`config.mk`:
```
export PLATFORM = sky130hd
export DESIGN_NAME = spi_chain_ctrl
export DESIGN_NICKNAME = d
export VERILOG_FILES = /design/src/rtl/spi_chain_ctrl.sv
export SDC_FILE = /design/constraint.sdc
export NUM_CORES = 1
export LEC_CHECK = 0
export BUFFER_PORTS_ARGS = -buffer_cell sky130_fd_sc_hd__clkbuf_2
export CAP_MARGIN = 0
export CORE_ASPECT_RATIO = 1.1
export CORE_MARGIN = 2
export CORE_UTILIZATION = 50
export DETAILED_ROUTE_END_ITERATION = 8
export GPL_ROUTABILITY_DRIVEN = 0
export PLACE_DENSITY = 0.75
export SYNTH_ARGS = -nofsm -noshare
export SYNTH_HDL_FRONTEND = slang
export SYNTH_SLANG_ARGS = --single-unit
```
`constraint.sdc`:
```
create_clock -name clk -period 1.7 [get_ports clk]
set_clock_uncertainty 0.1 [all_clocks]
set_input_delay 0.085 -clock clk [delete_from_list [all_inputs] [get_ports clk]]
set_output_delay 0.085 -clock clk [all_outputs]
set_load 0.01 [all_outputs]
```
`src/rtl/spi_chain_ctrl.sv`:
```
// SPI mode-0 master for a daisy chain of N_DEV 8-bit devices sharing one select.
// One frame: select low, DIV-cycle setup, 8*N_DEV sclk periods, DIV-cycle hold,
// then a single DONE cycle that publishes the received frame.
module spi_chain_ctrl #(
   parameter int unsigned N_DEV = 4,
   parameter int unsigned DIV   = 4
) (
   input  logic                 clk,
   input  logic                 rst,
   input  logic                 start,
   input  logic [8*N_DEV-1:0]   tx_data,
   output logic                 busy,
   output logic                 done,
   output logic [8*N_DEV-1:0]   rx_data,
   output logic                 sclk,
   output logic                 ss,
   output logic                 mosi,
   input  logic                 miso
);

   localparam int unsigned FW = 8 * N_DEV;
   localparam int unsigned BW = $clog2(FW + 1);
   localparam int unsigned DW = (DIV > 1) ? $clog2(DIV) : 1;

   typedef enum logic [2:0] {
      IDLE  = 3'd0,
      SETUP = 3'd1,
      SHIFT = 3'd2,
      HOLD  = 3'd3,
      DONE  = 3'd4
   } state_t;

   state_t          state;
   state_t          next_state;

   logic [DW-1:0]   div_cnt;
   logic [BW-1:0]   bit_cnt;
   // bits still to be sent after the one currently on mosi
   logic [FW-2:0]   tx_shift;
   logic [FW-1:0]   rx_shift;

   logic            in_frame;
   logic            accept;
   logic            half_end;
   logic            setup_end;
   logic            fall_evt;
   logic            low_end;
   logic            last_bit;
   logic            rise_evt;

   logic            sclk_nxt;
   logic            ss_nxt;
   logic            busy_nxt;
   logic            done_nxt;

   // Timing events derived from the half-period divider and the sclk phase.
   assign in_frame  = (state == SETUP) || (state == SHIFT) || (state == HOLD);
   assign accept    = (state == IDLE) && start;
   assign half_end  = (div_cnt == DW'(DIV - 1));
   assign setup_end = (state == SETUP) && half_end;
   assign fall_evt  = (state == SHIFT) && half_end && sclk;
   assign low_end   = (state == SHIFT) && half_end && !sclk;
   assign last_bit  = (bit_cnt == BW'(FW));
   assign rise_evt  = setup_end || (low_end && !last_bit);

   // State register.
   always_ff @(posedge clk) begin
      if (!rst) begin
         state <= IDLE;
      end else begin
         state <= next_state;
      end
   end

   // Next-state decode.
   always_comb begin
      next_state = state;
      case (state)
         IDLE:    if (start)              next_state = SETUP;
         SETUP:   if (half_end)           next_state = SHIFT;
         SHIFT:   if (low_end && last_bit) next_state = HOLD;
         HOLD:    if (half_end)           next_state = DONE;
         DONE:                            next_state = IDLE;
         default:                         next_state = IDLE;
      endcase
   end

   // Next values of the registered control outputs, decoded from the next state.
   always_comb begin
      sclk_nxt = 1'b0;
      ss_nxt   = 1'b1;
      busy_nxt = 1'b0;
      done_nxt = 1'b0;
      if (next_state == SHIFT) begin
         if (rise_evt) begin
            sclk_nxt = 1'b1;
         end else if (fall_evt) begin
            sclk_nxt = 1'b0;
         end else begin
            sclk_nxt = sclk;
         end
      end
      if ((next_state == SETUP) || (next_state == SHIFT) || (next_state == HOLD)) begin
         ss_nxt   = 1'b0;
         busy_nxt = 1'b1;
      end
      if (next_state == DONE) begin
         done_nxt = 1'b1;
      end
   end

   // Control output registers.
   always_ff @(posedge clk) begin
      if (!rst) begin
         sclk <= 1'b0;
         ss   <= 1'b1;
         busy <= 1'b0;
         done <= 1'b0;
      end else begin
         sclk <= sclk_nxt;
         ss   <= ss_nxt;
         busy <= busy_nxt;
         done <= done_nxt;
      end
   end

   // Divider, bit counter and shift registers; rx_data only moves on entry to DONE.
   always_ff @(posedge clk) begin
      if (!rst) begin
         div_cnt  <= '0;
         bit_cnt  <= '0;
         tx_shift <= '0;
         rx_shift <= '0;
         mosi     <= 1'b0;
         rx_data  <= '0;
      end else begin
         if (in_frame && !half_end) begin
            div_cnt <= div_cnt + DW'(1);
         end else begin
            div_cnt <= '0;
         end

         if (accept) begin
            tx_shift <= tx_data[FW-2:0];
            mosi     <= tx_data[FW-1];
            bit_cnt  <= '0;
            rx_shift <= '0;
         end else begin
            if (fall_evt) begin
               mosi     <= tx_shift[FW-2];
               tx_shift <= {tx_shift[FW-3:0], 1'b0};
               bit_cnt  <= bit_cnt + BW'(1);
            end
            if (rise_evt) begin
               rx_shift <= {rx_shift[FW-2:0], miso};
            end
         end

         if (next_state == DONE) begin
            rx_data <= rx_shift;
         end
      end
   end

endmodule

```
==> results of run 1 <==
worst paths after layout:
check | start | to | slack [ns] | cells after the start
min | rst | bit_cnt[0] | 0.08 | 3
max reg2reg | bit_cnt[0] | rx_shift[19] | -0.08 | 7
min reg2reg | div_cnt[0] | div_cnt[0] | 0.34 | 1
max | bit_cnt[0] | rx_shift[19] | -0.08 | 7
sequential cells by signal, summed over array words and instances (netlist names):
register  count
mosi          1
state         3
bit_cnt       6
sclk          1
div_cnt       2
rx_shift     32
busy          1
done          1
rx_data      32
tx_shift     31
ss            1
layout by cell type, fill, tap and decap left out, drive strengths merged:
master	synthesis	routed
dfxtp	111	111
o21ai	31	31
a21o	2	2
nor3	1	1
a21boi	33	33
nor4b	1	1
nand3	5	5
clkinv	0	2
and3b	1	1
clkbuf	16	84
and3	3	3
nor2	8	8
o211a	1	1
clkinvlp	0	1
or3b	1	1
mux2i	63	63
and4bb	1	1
or4b	1	1
buf	21	23
nand2b	2	2
nand2	107	107
and2	4	4
inv	3	3
o211ai	1	1
a21oi	34	34
or4	1	1
ha	3	3
dlygate4sd3	0	33
xor2	3	3
bufinv	0	1
nor2b	2	2
nor4	4	4
xnor2	1	1
a211o	1	1
o21bai	2	2
critical path: stages (launching register included):
cell and delay, ns:
dfxtp_2 0.33, inv_2 0.07, ha_4 0.13, nand2_2 0.05
or4_4 0.44, a21o_4 0.26, clkbuf_16 0.17, mux2i_1 0.12
per-stage QoR:
stage / TNS (ns) / hold WS [ns]
global route: -3.07 / 0.0936
detailed placement: -1.93 / 0.248
CTS: -1.06 / 0.0554
global placement: -1.06 / 0.241
floorplan: -0.653 / 0.127
finish: -1.94 / 0.0789
cell families after synthesis:
| family | after synthesis |
|---|---|
| muxes | 63 |
| adders and majority gates | 3 |
| DFF | 111 |
| buffers and inverters | 40 |
| AOI/OAI and AO/OA | 105 |
| xor gates and xnor gates | 4 |
| and+or+nand+nor | 142 |
power groups by stage:
stage                     logic [mW]  clock network (mW)  registers [mW]
after floorplan                0.207                   0            2.76
after global placement         0.273                   0            2.77
after detailed placement       0.282                   0            2.77
after CTS                      0.342                1.56            2.71
after global routing           0.395                1.67            2.73
final                          0.359                1.53            2.72
timing repair:
item,CTS,global route
gates resized for setup,3,29
cloned,0,3
setup endpoints to repair,32,94
hold buffers,33,0
buffers inserted,0,1
pin swaps,0,2
endpoints found under the hold margin,33,0
layer usage:
metal / vias to the layer above / global-route usage
li1: 1802 / -
met1: 1634 / 0.240
met2: 66 / 0.326
met4: 0 / 0.0747
met5: - / 0
met3: 12 / 0.0490
cell type report:
| class | count | area share |
|---|---|---|
| sequential | 111 | 0.395 |
| multi-input combinational | 317 | 0.367 |
| timing repair buffer | 130 | 0.179 |
| tap | 114 | 0.0253 |
| clock buffer | 10 | 0.0244 |
| clock inverter | 4 | 0.00842 |
| inverter | 3 | 0.00199 |
==> metrics.cfg, run 1 <==
[status]
status = finished, violations left
violations = negative setup slack

[final_layout]
synthToLayoutAreaGrowth_pct = 26.5
final_util = 0.643
final_cell_count_no_fill = 689
multiInputGateArea_mm2 = 0.00207
fillCellCount = 728
finalInstanceArea_mm2 = 0.00565
drive_gt1_frac = 0.263
regArea_mm2 = 0.00223
insertedDiodeCount = 0
nets = 611

[detailed_routing]
wire_per_inst_um = 13.6
dr.pass1.iters = 5
drc = 0
routed_via_density = 5.10
drt_first_iter_violations = 108
ant_nets = 0
dr_wl_met3_um = 318
met1_length_mm = 4.20
num_vias = 3514
wirelength_mm = 9.38
highest_layer = met4
wl_met2_mm = 4.70

[logic_synthesis]
synth-edff-count = 0
syn_inst = 468
synth_top_family_by_area = simple AND/OR/NAND/NOR gates
yosys.area_share.simple = 0.150
synth_compound_area_frac = 0.141
synthMuxAreaShare = 0.141
synth_area_mm2 = 0.00447
synth-seq-cells = 111
yosysUniqueCellTypes = 36
synthMostInstantiatedCell = dfxtp_1
synthArstFlopShare = 0
synth_top_area_frac = 0.498
synth_xor_area_frac = 0.00785
syn_nets = 507
syn_avg_cell_area_um2 = 9.54
synthAdderAreaFrac = 0.00841
synth_area_leader_cell = dfxtp_1
ys_seq_area_frac = 0.498
synth.area.top_cells = dfxtp_1, mux2i_1, nand2_1, a21boi_0, a21oi_1
yosys_warnings = 0
synth-main-ff-cell = dfxtp_1
synth_common_cells = dfxtp_1, nand2_1, mux2i_1

[pwr]
power.internal_mw = 3.56
p_leak_nw = 2.40
swShare = 0.229
seq_power_share = 0.590
powerDensity_mw_per_mm2 = 816
peakVddDrop_mv = 0.661
pwr-share-clk = 0.333
switchingPower_mw = 1.05
p_comb_frac = 0.078
p_total_mw = 4.61

[worst_setup_path]
crit_path_end_kind = flip-flop
worstSetupStartpointType = flip-flop
cp.arrival_ns = 1.94
crit_required_ns = 1.86
critPathKind = flip-flop to flip-flop
cp_max_fo = 5

[cts]
cts_tree = yes
cts_buffers = 9
h-tree-depth = 3
insertion_delay_ns = 0.36
clockBufferDepth = 2
cts.sinks = 111
cts-root-buf = clkbuf_8
clkTransAtPathRegs_ns = 0.09

[grt]
grt_max_degree = 71
grt_pass1_vias = 3296
overflow = 0
grt_pass1_wl_mm = 14.9
antenna_found_initial = 0
grt_use_total = 0.194

[timing]
fin_crit_sh = 1.05
slew_viol_final = 0
setup_viol = 32
clock.fmax_ghz = 0.562
fin_crit_ns = 1.78
worst_pin_slew_ns = 0.466
rsz0062_at_grt = true
setup_ws_ns = -0.0794
final-hold-violation-count = 0
relSlewSlack = 0.689

[floorplanning]
dieArea_mm2 = 0.00970
ios = 73
rows = 36
die_w_um = 94.1
fp.coreArea_mm2 = 0.00878
start_util = 0.508
fp.dieH_um = 103

[placed_design]
place_ws_ns = -0.0779
portBuffers = 72
placed_cell_area_mm2 = 0.00499
hpwl_mm = 5.57
place_inst = 638

[hold_path]
min_path_type = input pin to flip-flop

[flow_run]
cap_violations = 0

Note: power is estimated with default switching activity, not from simulation.
==> inputs of run 2 (changes only) <==
CELL_PAD_IN_SITES_DETAIL_PLACEMENT = 0   (was not set)
CELL_PAD_IN_SITES_GLOBAL_PLACEMENT = 2   (was not set)
CORE_UTILIZATION = 31   (was 50)
==> metrics.cfg, run 2 (synthesized netlist as in run 1, its figures left out) <==
[status]
status = finished, violations left
violations = negative setup slack

[worst_setup_path]
crit_path_end_kind = flip-flop
worstSetupStartpointType = flip-flop
critPathKind = flip-flop to flip-flop
cp.arrival_ns = 1.92
crit_required_ns = 1.83
r2r_slack_ns = -0.09
cp_max_fo = 14

[final_layout]
drive_gt1_frac = 0.269
layout_common_cells = dfxtp_1, nand2_1, clkbuf_2, mux2i_1
finalInstanceArea_mm2 = 0.00599
final_common_cell = dfxtp_1
final_cell_count_no_fill = 775
synthToLayoutAreaGrowth_pct = 34.2
regArea_mm2 = 0.00223
insertedDiodeCount = 0
nets = 617
fillCellCount = 1457
multiInputGateArea_mm2 = 0.00207
reg_top3 = rx_data: 32 flops, rx_shift: 32 flops, tx_shift: 31 flops

[floorplanning]
start_util = 0.313
fp.coreArea_mm2 = 0.0143
fp.dieH_um = 130
ios = 73
dieArea_mm2 = 0.0154
die_w_um = 118
rows = 46

[cts]
insertion_delay_ns = 0.34
clockBufferDepth = 2
cts_buffers = 9
cts-root-buf = clkbuf_16
cts_tree = yes
h-tree-depth = 3
clkTransAtPathRegs_ns = 0.07
cts.sinks = 111

[timing]
fin_crit_sh = 1.05
rsz0062_at_grt = true
final-hold-violation-count = 0
clock.fmax_ghz = 0.559
setup_ws_ns = -0.0888
relSlewSlack = 0.690
fin_crit_ns = 1.79
slew_viol_final = 0
tns_ns = -1.51
setup_viol = 32
worst_pin_slew_ns = 0.465

[detailed_routing]
num_vias = 3466
drt_first_iter_violations = 63
wirelength_mm = 9.68
wire_per_inst_um = 12.5
routed_via_density = 4.47
dr.pass1.iters = 4
drc = 0
ant_nets = 0

[grt]
antenna_found_initial = 0
grt_max_degree = 65
grt_use_total = 0.124
grt_pass1_vias = 3403
overflow = 0
grt_pass1_wl_mm = 15.3

[flow_run]
cap_violations = 0

[placed_design]
place_inst = 717
hpwl_mm = 5.80
portBuffers = 72
placed_cell_area_mm2 = 0.00508
place_ws_ns = -0.0844

[pwr]
peakVddDrop_mv = 0.478
p_total_mw = 5.17
powerDensity_mw_per_mm2 = 864
p_leak_nw = 2.50

[hold_path]
min_path_type = input pin to flip-flop

## run 2: cell count changes in the layout (fill, tap and decap cells not counted), moves of 2 or more
| cell | change |
|---|---|
| buf_16 | +2 |
| clkinv_2 | -2 |
| clkbuf_8 | -9 |
| o21ai_0 | +8 |
| o21ai_1 | -7 |
| clkbuf_16 | +12 |
| clkbuf_1 | +2 |
## run 2: where the power goes
part           internal, mW  switching, mW
clock                  1.19          0.930
combinational         0.177          0.164
sequential             2.68         0.0374
## run 2: layer usage
metal | global-route usage | part of all wire | vias up
li1 | - | - | 1812
met1 | 0.143 | 0.46 | 1583
met2 | 0.213 | 0.49 | 62
met3 | 0.0380 | 0.038 | 9
met4 | 0.0539 | 0.015 | 0
met5 | 0 | 0 | -
## run 2: cell type report
| class | instances | share of cell area |
|---|---|---|
| clock buffer | 12 | 0.0411 |
| multi-input combinational | 317 | 0.346 |
| sequential | 111 | 0.372 |
| inverter | 3 | 0.00188 |
| clock inverter | 4 | 0.00898 |
| tap | 192 | 0.0401 |
| timing repair buffer | 136 | 0.190 |
## run 2: critical path: stages, from the launching register on
cell	delay (ns)
dfxtp_2	0.32
inv_2	0.07
ha_4	0.13
nand2_2	0.05
or4_4	0.43
a21o_4	0.26
buf_12	0.17
mux2i_2	0.15
## run 2: path summary, 6_finish.rpt
check | from | to | cells after the start
setup / recovery | bit_cnt[0] | rx_shift[5] | 7
hold / removal | rst | tx_shift[25] | 4
setup reg to reg | bit_cnt[0] | rx_shift[5] | 7
hold reg to reg | div_cnt[0] | div_cnt[0] | 1
## run 2: stage by stage
step	hold slack, ns	utilization
6_report	0.128	0.420
5_1_grt	0.135	0.420
4_1_cts	0.110	0.406
3_5_place_dp	0.256	0.356
3_3_place_gp	0.242	0.356
2_1_floorplan	0.127	-
## run 2: timing repair
action                                  CTS  global route
pin swaps                                 0            18
endpoints found under the hold margin    33             0
buffers inserted                          0             1
gates cloned                              2             6
hold buffers                             33             0
endpoints found under the setup margin   62            95
gates resized for setup                   6            22
